==> src/rtl/debug_pkg.sv <==
// Shared definitions for the debug button front end: button indices,
// cursor reset pattern and the cursor-to-digit-select decode.
package debug_pkg;

  typedef enum logic [2:0] {
    BTN_UP     = 3'd0,
    BTN_DOWN   = 3'd1,
    BTN_LEFT   = 3'd2,
    BTN_RIGHT  = 3'd3,
    BTN_CENTER = 3'd4
  } btn_e;

  localparam int NUM_BTNS = 5;

  localparam logic [3:0] DIGIT_SEL_RESET = 4'b1110;

  // Active-low one-hot digit select for a cursor index (0 = least significant digit)
  function automatic logic [3:0] digit_sel_from_index(input logic [1:0] idx);
    return ~(4'b0001 << idx);
  endfunction

endpackage

==> src/rtl/button_debouncer.sv <==
// One button channel: 2-flop synchronizer, stability-counting debouncer
// and a rising-edge press detector on the debounced level.
module button_debouncer #(
  parameter int DEBOUNCE_CYCLES = 200000
) (
  input  logic clk,
  input  logic rst_n,
  input  logic btn_raw,
  output logic level,
  output logic press
);

  localparam int CNT_W = $clog2(DEBOUNCE_CYCLES + 1);
  localparam logic [CNT_W-1:0] CNT_LAST = CNT_W'(DEBOUNCE_CYCLES - 1);

  logic             sync_0;
  logic             sync_1;
  logic [CNT_W-1:0] count;
  logic             level_prev;

  // Two-stage synchronizer to bring the asynchronous button into the clk domain
  always_ff @(posedge clk or negedge rst_n) begin
    if (!rst_n) begin
      sync_0 <= 1'b0;
      sync_1 <= 1'b0;
    end else begin
      sync_0 <= btn_raw;
      sync_1 <= sync_0;
    end
  end

  // Count consecutive cycles the synchronized input disagrees with the level; flip once it has held long enough
  always_ff @(posedge clk or negedge rst_n) begin
    if (!rst_n) begin
      count <= '0;
      level <= 1'b0;
    end else if (sync_1 == level) begin
      count <= '0;
    end else if (count == CNT_LAST) begin
      count <= '0;
      level <= ~level;
    end else begin
      count <= count + 1'b1;
    end
  end

  // Remember the previous debounced level so only a 0->1 transition counts as a press
  always_ff @(posedge clk or negedge rst_n) begin
    if (!rst_n) begin
      level_prev <= 1'b0;
    end else begin
      level_prev <= level;
    end
  end

  assign press = level & ~level_prev;

endmodule

==> src/rtl/debug_input.sv <==
// Debug-path button front end: debounces five buttons and edits a 16-bit
// hex value one nybble at a time, with a cursor and a commit strobe.
module debug_input
  import debug_pkg::*;
#(
  parameter int          DEBOUNCE_CYCLES = 200000,
  parameter logic [15:0] INIT_VALUE      = 16'h0000
) (
  input  logic        clk,
  input  logic        rst_n,
  input  logic        btn_up,
  input  logic        btn_down,
  input  logic        btn_left,
  input  logic        btn_right,
  input  logic        btn_center,
  output logic [15:0] number_out,
  output logic [3:0]  digit_sel,
  output logic        commit,
  output logic [4:0]  btn_level
);

  logic [NUM_BTNS-1:0] raw_btns;
  logic [NUM_BTNS-1:0] levels;
  logic [NUM_BTNS-1:0] press;

  logic [15:0] number_q;
  logic [15:0] number_next;
  logic [1:0]  cursor_idx;
  logic [1:0]  idx_next;
  logic [3:0]  digit_sel_q;
  logic        commit_q;
  logic [3:0]  nybble;

  assign raw_btns = {btn_center, btn_right, btn_left, btn_down, btn_up};

  genvar g;
  generate
    for (g = 0; g < NUM_BTNS; g++) begin : g_btn
      button_debouncer #(
        .DEBOUNCE_CYCLES(DEBOUNCE_CYCLES)
      ) u_debouncer (
        .clk    (clk),
        .rst_n  (rst_n),
        .btn_raw(raw_btns[g]),
        .level  (levels[g]),
        .press  (press[g])
      );
    end
  endgenerate

  // Edit the nybble under the current cursor and then move the cursor; opposing presses cancel out
  always_comb begin
    number_next = number_q;
    idx_next    = cursor_idx;
    nybble      = number_q[{cursor_idx, 2'b00} +: 4];
    if (press[BTN_UP] && !press[BTN_DOWN]) begin
      number_next[{cursor_idx, 2'b00} +: 4] = nybble + 4'd1;
    end else if (press[BTN_DOWN] && !press[BTN_UP]) begin
      number_next[{cursor_idx, 2'b00} +: 4] = nybble - 4'd1;
    end
    if (press[BTN_LEFT] && !press[BTN_RIGHT]) begin
      idx_next = cursor_idx + 2'd1;
    end else if (press[BTN_RIGHT] && !press[BTN_LEFT]) begin
      idx_next = cursor_idx - 2'd1;
    end
  end

  // Register the edited value, cursor, its display decode and the commit strobe
  always_ff @(posedge clk or negedge rst_n) begin
    if (!rst_n) begin
      number_q    <= INIT_VALUE;
      cursor_idx  <= 2'd0;
      digit_sel_q <= DIGIT_SEL_RESET;
      commit_q    <= 1'b0;
    end else begin
      number_q    <= number_next;
      cursor_idx  <= idx_next;
      digit_sel_q <= digit_sel_from_index(idx_next);
      commit_q    <= press[BTN_CENTER];
    end
  end

  assign number_out = number_q;
  assign digit_sel  = digit_sel_q;
  assign commit     = commit_q;
  assign btn_level  = levels;

endmodule

==> config.mk <==
export PLATFORM = sky130hd
export DESIGN_NAME = debug_input
export DESIGN_NICKNAME = d
export VERILOG_FILES = /design/src/rtl/debug_pkg.sv /design/src/rtl/button_debouncer.sv /design/src/rtl/debug_input.sv
export SDC_FILE = /design/constraint.sdc
export NUM_CORES = 1
export LEC_CHECK = 0
export BUFFER_PORTS_ARGS = -buffer_cell sky130_fd_sc_hd__buf_2
export CORE_MARGIN = 2
export CORE_UTILIZATION = 50
export CTS_CLUSTER_DIAMETER = 80
export DETAILED_ROUTE_END_ITERATION = 7
export GPL_TIMING_DRIVEN = 0
export PLACE_DENSITY = 0.75
export SYNTH_ARGS = -nofsm -noshare
export SYNTH_HDL_FRONTEND = slang
export SYNTH_SLANG_ARGS = --single-unit
==> constraint.sdc <==
create_clock -name clk -period 1.9 [get_ports clk]
set_input_delay 0.19 -clock clk [delete_from_list [all_inputs] [get_ports clk]]
set_output_delay 0.19 -clock clk [all_outputs]
set_load 0.02 [all_outputs]
# Yosys cells after proc, flatten, opt, wreduce, memory -nomap -nowiden
# Index checks and enable logic that the tools add are counted.
dict set report word_totals {
  reg_bits 133
  in_bits 7
  output_inout_bits 26
  elab_cells 105
}
dict set report op_classes {
  add_sub_neg 10
  eq_ne 10
  shift 5
  muxes 16
  bitwise_logic 21
  reduce_logical 14
}
# operator n
set op_table {}
lappend op_table {{$mux W18} 10}
lappend op_table {{$add A18 B1 Y18 const B} 5}
lappend op_table {{$eq A18 B18 Y1 const B} 5}
lappend op_table {{$bwmux W16} 2}
lappend op_table {{$mux W16} 2}
lappend op_table {{$shiftx A4 B6 Y16} 2}
lappend op_table {{$shift A4 B6 Y16 const A} 1}
lappend op_table {{$shiftx A16 B5 Y4} 1}
lappend op_table {{$not A1 Y1} 15}
lappend op_table {{$reduce_and A2 Y1} 5}
lappend op_table {{$neg A4 Y6} 1}
lappend op_table {{$and A1 B1 Y1} 5}
lappend op_table {{$eq A1 B1 Y1} 5}
lappend op_table {{$add A4 B1 Y4 const B} 1}
lappend op_table {{$logic_and A1 B1 Y1} 4}
lappend op_table {{$logic_not A1 Y1} 4}
lappend op_table {{$mux W2} 2}
lappend op_table {{$not A4 Y4} 1}
lappend op_table {{$shl A1 B2 Y4 const A} 1}
lappend op_table {{$sub A4 B1 Y4 const B} 1}
lappend op_table {{$add A2 B1 Y2 const B} 1}
lappend op_table {{$reduce_bool A2 Y1} 1}
lappend op_table {{$sub A2 B1 Y2 const B} 1}

# Depth between registers and ports, before layout
# Gate-level depths: netlist of run 1.
dict set report logic_depth {
  word_depth 8
  depth_mapped 8
  mapped_depth_nobuf 7
}

# Modules after synthesis
# A second synthesis of run 1 with hierarchy kept.
dict set report hier_totals {
  cells_unflattened 623
  area_unflattened_um2 6482.5
}
# mod instances cells_per_inst area_each_um2 seq_area_each_um2
set modules_own_cells {}
lappend modules_own_cells {button_debouncer 5 104 1057.3 550.5}
lappend modules_own_cells {debug_input 1 103 1196.1 579.3}

# Least setup slack after synthesis of run 1
# OpenSTA, ideal clock, no wires.
dict set report synth_path {
  path_type {register -> register}
  startpoint {reg cursor_idx[0]}
  endpoint {reg number_q[11], in the netlist number_out[11]}
  setup_time_ps 69
  arrival_time_ps 1999
  required_time_ps 1831
  slack_ps -168
  path_stages_with_launch 8
  path_buffers 1
  period_less_slack_ps 2068
  cell_sequence {dfrtp_1 -> buf_6 -> inv_1 -> ha_1 -> inv_1 -> or4_2 -> a211o_1 -> nand3_1}
}
dict set report synth_via {
  elab_chain_cells 6
  elab_cells_between_ends 11
  cone_classes {3 x add/sub; 4 x shift; 4 x mux}
}
# element line
set synth_rtl {}
lappend synth_rtl {{from (decl)} debug_input.sv:28} ;# logic [1:0] cursor_idx;
lappend synth_rtl {{from (signal assigned)} debug_input.sv:77} ;# cursor_idx <= idx_next;
lappend synth_rtl {{$shiftx A16 B5 Y4} debug_input.sv:55} ;# nybble = number_q[{cursor_idx, 2'b00} +: 4];
lappend synth_rtl {{$sub A4 B1 Y4} debug_input.sv:59} ;# number_next[{cursor_idx, 2'b00} +: 4] = nybble - 4'd1;
lappend synth_rtl {{$shiftx A4 B6 Y16} debug_input.sv:59}
lappend synth_rtl {{$bwmux W16} debug_input.sv:59}
lappend synth_rtl {{$mux W16} debug_input.sv:58} ;# end else if (press[BTN_DOWN] && !press[BTN_UP]) begin
lappend synth_rtl {{$mux W16 (*)} debug_input.sv:56} ;# if (press[BTN_UP] && !press[BTN_DOWN]) begin
lappend synth_rtl {{to (signal assigned)} debug_input.sv:76} ;# number_q <= number_next;
lappend synth_rtl {{to (decl)} debug_input.sv:26} ;# logic [15:0] number_q;
# Mark *: on every way between the ends. The rest lies on a longest branch, timed or not. The select of a mux whose other input is x is not followed.
# A chain may end at the register's enable or synchronous reset.

# Worst setup path after layout of run 1
dict set report layout_path {
  startpoint {reg cursor_idx[0]}
  endpoint {reg number_q[3], in the netlist number_out[3]}
}
# The elaborated chain is that of the path after synthesis.

==> results.py, run 1 <==
metrics = {
    "worst_setup_path": {
        "slowest_delay_ns": 0.57,
        "r2r_end": "number_out[3]$_DFFE_PN0P_",
        "required_ns": 2.24,
        "crit_arrival_ns": 2.40,
        "crit_path_max_fanout": 6,
        "crit_path_end": "number_out[3]$_DFFE_PN0P_",
        "crit_slowest_cell": "or4_4",
        "ff2ff_path_depth": 5,
        "path_class": "reg -> reg",
        "rrSetupSlack_ns": -0.17,
        "r2r_start": "cursor_idx[0]$_DFF_PN0_",
        "start_kind": "register",
        "cp-startpoint": "cursor_idx[0]$_DFF_PN0_",
        "crit_path_end_kind": "register",
        "critical_path.cell_chain": "buf_6, mux4_2, or4_4, and2_4, o211ai_2",
    },
    "cells_and_area": {
        "seqCellArea_mm2": 0.00334,
        "fillers": 972,
        "layout_common_cells": "dfrtp_1 (124), nor2_1 (70), xor2_1 (35), buf_2 (33)",
        "finalNonFillerCells": 863,
        "layout-drive-gt1-share_pct": 21.9,
        "area_growth_pct": 22.6,
        "final_nets": 697,
        "final_util_pct": 62.1,
        "antenna_cells": 0,
        "multiInputGateArea_mm2": 0.00298,
        "final_common_cell": "dfrtp_1",
    },
    "sta": {
        "period_needed_ns": 2.07,
        "rsz0062_at_grt": "yes",
        "period_share_pct": 109,
        "setup_violations": 11,
        "maxSlewViolCount": 0,
        "fmax_ghz": 0.484,
        "worst-slew-pin-transition_ns": 0.527,
        "slew_headroom_pct": 64.9,
        "finalHoldViolations": 0,
        "finClkSkew_ns": 0.00748,
        "timing.final.ws_setup_ns": -0.165,
    },
    "worst_hold_path": {
        "hold_path_class": "in -> async",
    },
    "synth": {
        "synthArstFlopShare_pct": 100,
        "synthesis.nets": 621,
        "synthFlopType": "dfrtp_1",
        "syn_area_mm2": 0.00632,
        "yosysWarnings": 0,
        "ys_types": 47,
        "synth_edf_count": 0,
        "synth_seq_cells": 133,
        "seq_area_frac_synth_pct": 52.7,
        "syn_inst": 602,
        "syn_area_per_cell_um2": 10.5,
    },
    "floorplanning": {
        "boundaryPins": 33,
        "die_w_um": 116,
        "dieHeight_um": 116,
        "core_mm2": 0.0125,
        "dieArea_mm2": 0.0136,
        "start_util_pct": 50.7,
        "rows": 41,
    },
    "power": {
        "power_density_mw_per_mm2": 804,
        "power_leakage_nw": 3.31,
        "ir_worst_vdd_mv": 0.597,
    },
    "clock_tree": {
        "clockBufferDepth": 2,
        "clkSlewWorstSetupHoldPaths_ns": 0.06,
        "tritoncts": "built",
        "cts_buffers": 17,
        "clock_latency_ns": 0.42,
        "cts_num_sinks": 133,
        "cts_root_buf": "clkbuf_16",
        "htree_levels": 4,
    },
    "outcome": {
        "run_status": "finished, violations left",
        "violations": "negative setup slack",
    },
    "placed_design": {
        "hpwl_um": 8420,
        "gp_congestion": 0.851,
        "dp.cells": 807,
        "io_buffers": 32,
    },
    "global_routing": {
        "grt_pass1_wl_um": 22200,
        "grt_antenna_before_repair": 0,
        "grt_start_max_net_pins": 79,
        "grt_pass1_vias": 4638,
        "globalRouteOverflowTotal": 0,
        "grt_use_total_pct": 21.2,
    },
    "routing": {
        "via_per_inst": 5.58,
        "vias": 4814,
        "drt_iter0_drc": 379,
        "totalWireLength_um": 13300,
        "wire_per_inst_um": 15.4,
        "drc": 0,
        "dr.pass1.iters": 4,
        "ant_nets": 0,
    },
    "job": {
        "cap_viol_max_count": 0,
    },
}
-- power by group --
group | total [mW] | leakage [nW] | switching [mW] | internal, mW
clock | 3.13 | 0.276 | 1.14 | 1.99
combinational | 0.201 | 1.23 | 0.128 | 0.0723
sequential | 2.90 | 1.80 | 0.0318 | 2.87
total | 6.23 | 3.31 | 1.30 | 4.93
-- per-stage QoR --
stage | TNS (ns) | instance area [µm²] | power, mW | setup slack [ns] | hold WS (ns)
global placement | -145.74 | 6720 | 3.11 | -1.28 | 0.299
CTS | -1.55 | 7610 | 6.28 | -0.197 | 0.323
finish | -1.34 | 7750 | 6.23 | -0.165 | 0.301
global route | -2.26 | 7750 | 6.48 | -0.233 | 0.348
detailed placement | -11.88 | 6760 | 3.12 | -0.305 | 0.186
floorplan | -0.379 | 6350 | 3.02 | -0.110 | -0.106
-- area by class of cell --
class                           count  share of cell area [%]
Tap cell                          172                    2.78
Clock inverter                      6                    1.03
Timing Repair Buffer               62                    5.81
Multi-Input combinational cell    425                    38.5
Buffer                             15                    1.39
Inverter                           24                    1.23
Clock buffer                       26                    6.19
Sequential cell                   133                    43.1
-- worst min path at each step --
stage	slack (ns)	to	from	cells past startpoint
5_1_grt	0.35	number_out[1]$_DFFE_PN0P_	rst_n	2
4_1_cts	0.32	g_btn[0].u_debouncer.count[6]$_DFF_PN0_	rst_n	2
3_5_place_dp	0.19	g_btn[0].u_debouncer.sync_1$_DFF_PN0_	rst_n	1
6_report	0.30	g_btn[0].u_debouncer.sync_1$_DFF_PN0_	rst_n	2
3_3_place_gp	0.30	g_btn[2].u_debouncer.sync_0$_DFF_PN0_	btn_left	1
2_1_floorplan	-0.11	asynchronous set/reset pin	rst_n	0
-- worst max-delay path, delay by kind of cell (launching register included) --
family	cells	cell delay (ns)
buffers and inverters	1	0.13
flip-flops	1	0.41
multiplexers	1	0.52
AO/OA/AOI/OAI	1	0.16
AND/OR/NAND/NOR	2	0.77
-- what timing repair did --
action | in CTS | in global routing
gates resized for setup | 28 | 29
setup buffers | 14 | 9
setup endpoints to repair | 68 | 88
pin swaps | 10 | 18
hold buffers | 6 | 0
endpoints found under the hold margin | 60 | 0
-- registers in the layout, indices dropped and copies added, names as in the netlist, named ones only --
signal                        cells
cursor_idx                        2
g_btn.u_debouncer.sync_1          5
g_btn.u_debouncer.sync_0          5
number_out                       12
g_btn.u_debouncer.level_prev      5
digit_sel                         4
g_btn.u_debouncer.count          90
commit                            1
g_btn.u_debouncer.level           5
-- synth_stat cells (2+ instances only) --
cell | count | area [µm²]
nor3_1 | 9 | 45.0
or3_1 | 22 | 138
and4_1 | 5 | 43.8
dfstp_2 | 3 | 78.8
or2_2 | 3 | 18.8
inv_1 | 24 | 90.1
o41ai_1 | 2 | 17.5
xor2_1 | 36 | 315
nor2b_1 | 3 | 18.8
nand2_1 | 32 | 120
o31ai_1 | 8 | 60.1
nor2_1 | 71 | 267
nand3_1 | 33 | 165
o21ai_0 | 19 | 95.1
mux2_2 | 6 | 67.6
o21ai_1 | 3 | 15.0
or4b_1 | 2 | 20.0
and2_1 | 8 | 50.1
buf_2 | 4 | 20.0
or4_1 | 12 | 90.1
nor4b_1 | 4 | 35.0
mux2i_1 | 3 | 30.0
nor4_1 | 7 | 43.8
o211ai_2 | 3 | 37.5
mux4_2 | 3 | 67.6
nand2b_1 | 9 | 56.3
dfrtp_1 | 130 | 3250
o31ai_2 | 2 | 25.0
nor4bb_1 | 5 | 50.1
buf_4 | 5 | 37.5
xnor2_1 | 29 | 254
ha_1 | 12 | 150
a22o_1 | 7 | 61.3
nand4_1 | 28 | 175
and3_1 | 6 | 37.5
clkbuf_1 | 10 | 37.5
a21oi_1 | 24 | 120
-- per-layer routing --
metal | track usage (%) | up-vias | share of wire, %
met5 | 0 | - | 0
met4 | 8.17 | 0 | 1.8
met3 | 5.50 | 26 | 4.4
met2 | 33.4 | 121 | 48
met1 | 28.3 | 2392 | 46
li1 | - | 2275 | -
-- kinds of logic (layout without fill, tap and decap cells) --
| logic type | count (synthesis) | count (layout) | synth area share [%] |
|---|---|---|---|
| xor gates and xnor gates | 65 | 65 | 9.01 |
| adders and majority gates | 12 | 12 | 2.38 |
| AOI/OAI and AO/OA | 69 | 69 | 6.97 |
| buffers and inverters | 44 | 133 | 3.11 |
| muxes | 13 | 13 | 3.03 |
| and+or+nand+nor | 266 | 266 | 22.8 |
| DFF | 133 | 133 | 52.7 |
Note: power is estimated with default switching activity, not from simulation.
==> run 2: changes to the inputs <==
--- a/config.mk
+++ b/config.mk
@@ -11,7 +11,8 @@
 export CTS_CLUSTER_DIAMETER = 80
 export DETAILED_ROUTE_END_ITERATION = 7
 export GPL_TIMING_DRIVEN = 0
-export PLACE_DENSITY = 0.75
+export PLACE_DENSITY = 0.72
+export RECOVER_POWER = 25
 export SYNTH_ARGS = -nofsm -noshare
 export SYNTH_HDL_FRONTEND = slang
 export SYNTH_SLANG_ARGS = --single-unit
==> constraint.sdc (replaced) <==
create_clock -name clk -period 2.5 [get_ports clk]
set_input_delay 0.25 -clock clk [delete_from_list [all_inputs] [get_ports clk]]
set_output_delay 0.25 -clock clk [all_outputs]
set_load 0.02 [all_outputs]
==> run 2 against run 1 <==
Effect of this change: first-iteration DRC count up 23%; clock power down 22%; die area unchanged; the run now ends clean; hold slack better by 0.043 ns; power down 23%; via count down 3.3%; critical endpoint is now g_btn[2].u_debouncer.count[11]$_DFF_PN0_; wire length down 7.0%; largest cell class unchanged; count of clock-buffer cells in the layout down 2.
==> results.py, run 2 (synthesis results as in run 1) <==
metrics = {
    "global_routing": {
        "grt_start_max_net_pins": 93,
        "grt_pass1_wl_um": 21300,
        "grt_antenna_before_repair": 0,
        "globalRouteOverflowTotal": 0,
        "grt_pass1_vias": 4569,
        "grt_use_total_pct": 20.0,
    },
    "floorplanning": {
        "rows": 41,
        "core_mm2": 0.0125,
        "start_util_pct": 50.7,
        "dieHeight_um": 116,
        "die_w_um": 116,
        "dieArea_mm2": 0.0136,
        "boundaryPins": 33,
    },
    "clock_tree": {
        "clock_latency_ns": 0.42,
        "clkSlewWorstSetupHoldPaths_ns": 0.05,
        "cts_num_sinks": 133,
        "cts_root_buf": "clkbuf_16",
        "clockBufferDepth": 2,
        "post_cts_buffers": 0,
        "htree_levels": 4,
        "cts_buffers": 17,
        "tritoncts": "built",
    },
    "power": {
        "pwr-share-comb_pct": 2.7,
        "clkPwrFrac_pct": 51.2,
        "ir_worst_vdd_mv": 0.400,
        "power_leakage_nw": 3.16,
        "p_int_mw": 3.79,
        "power_mw": 4.78,
        "switching_share_pct": 20.8,
        "switchingPower_mw": 0.997,
        "seq_power_share_pct": 46.1,
        "power_density_mw_per_mm2": 650,
    },
    "placed_design": {
        "gp_congestion": 0.862,
        "io_buffers": 32,
        "dp.cells": 807,
        "pre_cts_ws_ns": 0.182,
        "hpwl_um": 8270,
    },
    "worst_setup_path": {
        "critical_path.cell_chain": "nand4bb_1, or4_1, o31ai_2, buf_2, nor2_1",
        "required_ns": 2.80,
        "crit_arrival_ns": 2.63,
        "crit_family": "simple AND/OR/NAND/NOR gates",
        "start_kind": "register",
        "crit_path_end_kind": "register",
        "cp_num_buf_inv": 1,
        "path_class": "reg -> reg",
        "crit_path_max_fanout": 10,
        "crit_slowest_cell": "o31ai_2",
        "slowest_delay_ns": 0.58,
    },
    "sta": {
        "setup_violations": 0,
        "holdWs_ns": 0.345,
        "finClkSkew_ns": 0.0105,
        "period_share_pct": 93.4,
        "timing.final.ws_setup_ns": 0.164,
        "finalHoldViolations": 0,
        "worst-slew-pin-transition_ns": 1.02,
        "slew_headroom_pct": 31.7,
        "rsz0062_at_grt": "no",
        "fmax_ghz": 0.428,
        "period_needed_ns": 2.34,
        "maxSlewViolCount": 0,
    },
    "routing": {
        "drt_iter0_drc": 466,
        "via_per_inst": 5.51,
        "drc": 0,
        "ant_nets": 0,
        "wire_per_inst_um": 14.6,
        "dr.pass1.iters": 4,
        "totalWireLength_um": 12400,
        "vias": 4655,
    },
    "cells_and_area": {
        "antenna_cells": 0,
        "layout-drive-gt1-share_pct": 14.3,
        "finalNonFillerCells": 845,
        "final_common_cell": "dfrtp_1",
        "largest_register": "g_btn.u_debouncer.count",
        "area_growth_pct": 16.5,
        "layout_common_cells": "dfrtp_1 (130), nor2_1 (71), xor2_1 (36), buf_2 (35), nand3_1 (33)",
        "largest_reg_flops": 90,
        "final_nets": 679,
        "fillers": 1015,
    },
    "worst_hold_path": {
        "hold_path_class": "reg -> reg",
    },
    "job": {
        "cap_viol_max_count": 0,
    },
    "outcome": {
        "run_status": "completed",
    },
}
==> run 2: cell types whose count changed in the layout (fill, tap and decap cells not counted), moves of 4 or more <==
cell,delta
or4_1,+4
buf_4,-19
inv_1,+4
dfrtp_2,-6
dfrtp_1,+6
or4_4,-5
buf_6,-4
ha_1,+5
==> run 2: timing repair <==
item	4_1_cts	5_1_grt
endpoints found under the setup margin	0	10
hold buffers	6	0
hold endpoints to repair	46	0
resized for setup	0	1
==> run 2: worst paths after layout <==
kind | startpoint | slack, ns | cells past startpoint | end
max | g_btn[2].u_debouncer.count[7]$_DFF_PN0_ | 0.16 | 5 | g_btn[2].u_debouncer.count[11]$_DFF_PN0_
min | g_btn[2].u_debouncer.sync_0$_DFF_PN0_ | 0.34 | 0 | g_btn[2].u_debouncer.sync_1$_DFF_PN0_
max reg2reg | g_btn[2].u_debouncer.count[7]$_DFF_PN0_ | 0.16 | 5 | g_btn[2].u_debouncer.count[11]$_DFF_PN0_
min reg2reg | g_btn[2].u_debouncer.sync_0$_DFF_PN0_ | 0.34 | 0 | g_btn[2].u_debouncer.sync_1$_DFF_PN0_
max in group asynchronous | rst_n | 0.63 | 3 | g_btn[1].u_debouncer.count[15]$_DFF_PN0_
min in group asynchronous | rst_n | 0.54 | 2 | g_btn[2].u_debouncer.count[13]$_DFF_PN0_
==> run 2: power groups by stage <==
stage | clock network (mW) | registers [mW] | logic [mW]
6_report | 2.45 | 2.21 | 0.128
5_1_grt | 2.60 | 2.21 | 0.153
4_1_cts | 2.49 | 2.21 | 0.137
3_5_place_dp | 0 | 2.24 | 0.129
3_3_place_gp | 0 | 2.24 | 0.119
2_1_floorplan | 0 | 2.24 | 0.0594
==> run 2: layout make-up <==
class,instances,area [µm²],area share (%)
sequential,133,3330,45.3
inverter,24,90.1,1.22
timing repair buffer,39,231,3.15
clock inverter,8,98.8,1.34
clock buffer,24,492,6.68
tap,172,215,2.92
buffer,20,106,1.45
multi-input combinational,425,2790,38.0
==> run 2: stage by stage <==
| stage | cell area (µm²) | setup TNS, ns | utilization (%) |
|---|---|---|---|
| final | 7360 | 0 | 59.0 |
| after global routing | 7360 | 0 | 59.0 |
| after CTS | 7380 | 0 | 59.2 |
| after detailed placement | 6730 | 0 | 54.0 |
| after global placement | 6690 | -62.25 | 53.7 |
| after floorplan | 6320 | 0 | - |
==> run 2: routing by layer <==
metal	global-route usage [%]	up-vias	wire, µm
met1	27.0	2261	5760
met4	9.68	0	243
li1	-	2256	-
met3	4.72	22	487
met5	0	-	0
met2	30.7	116	5870
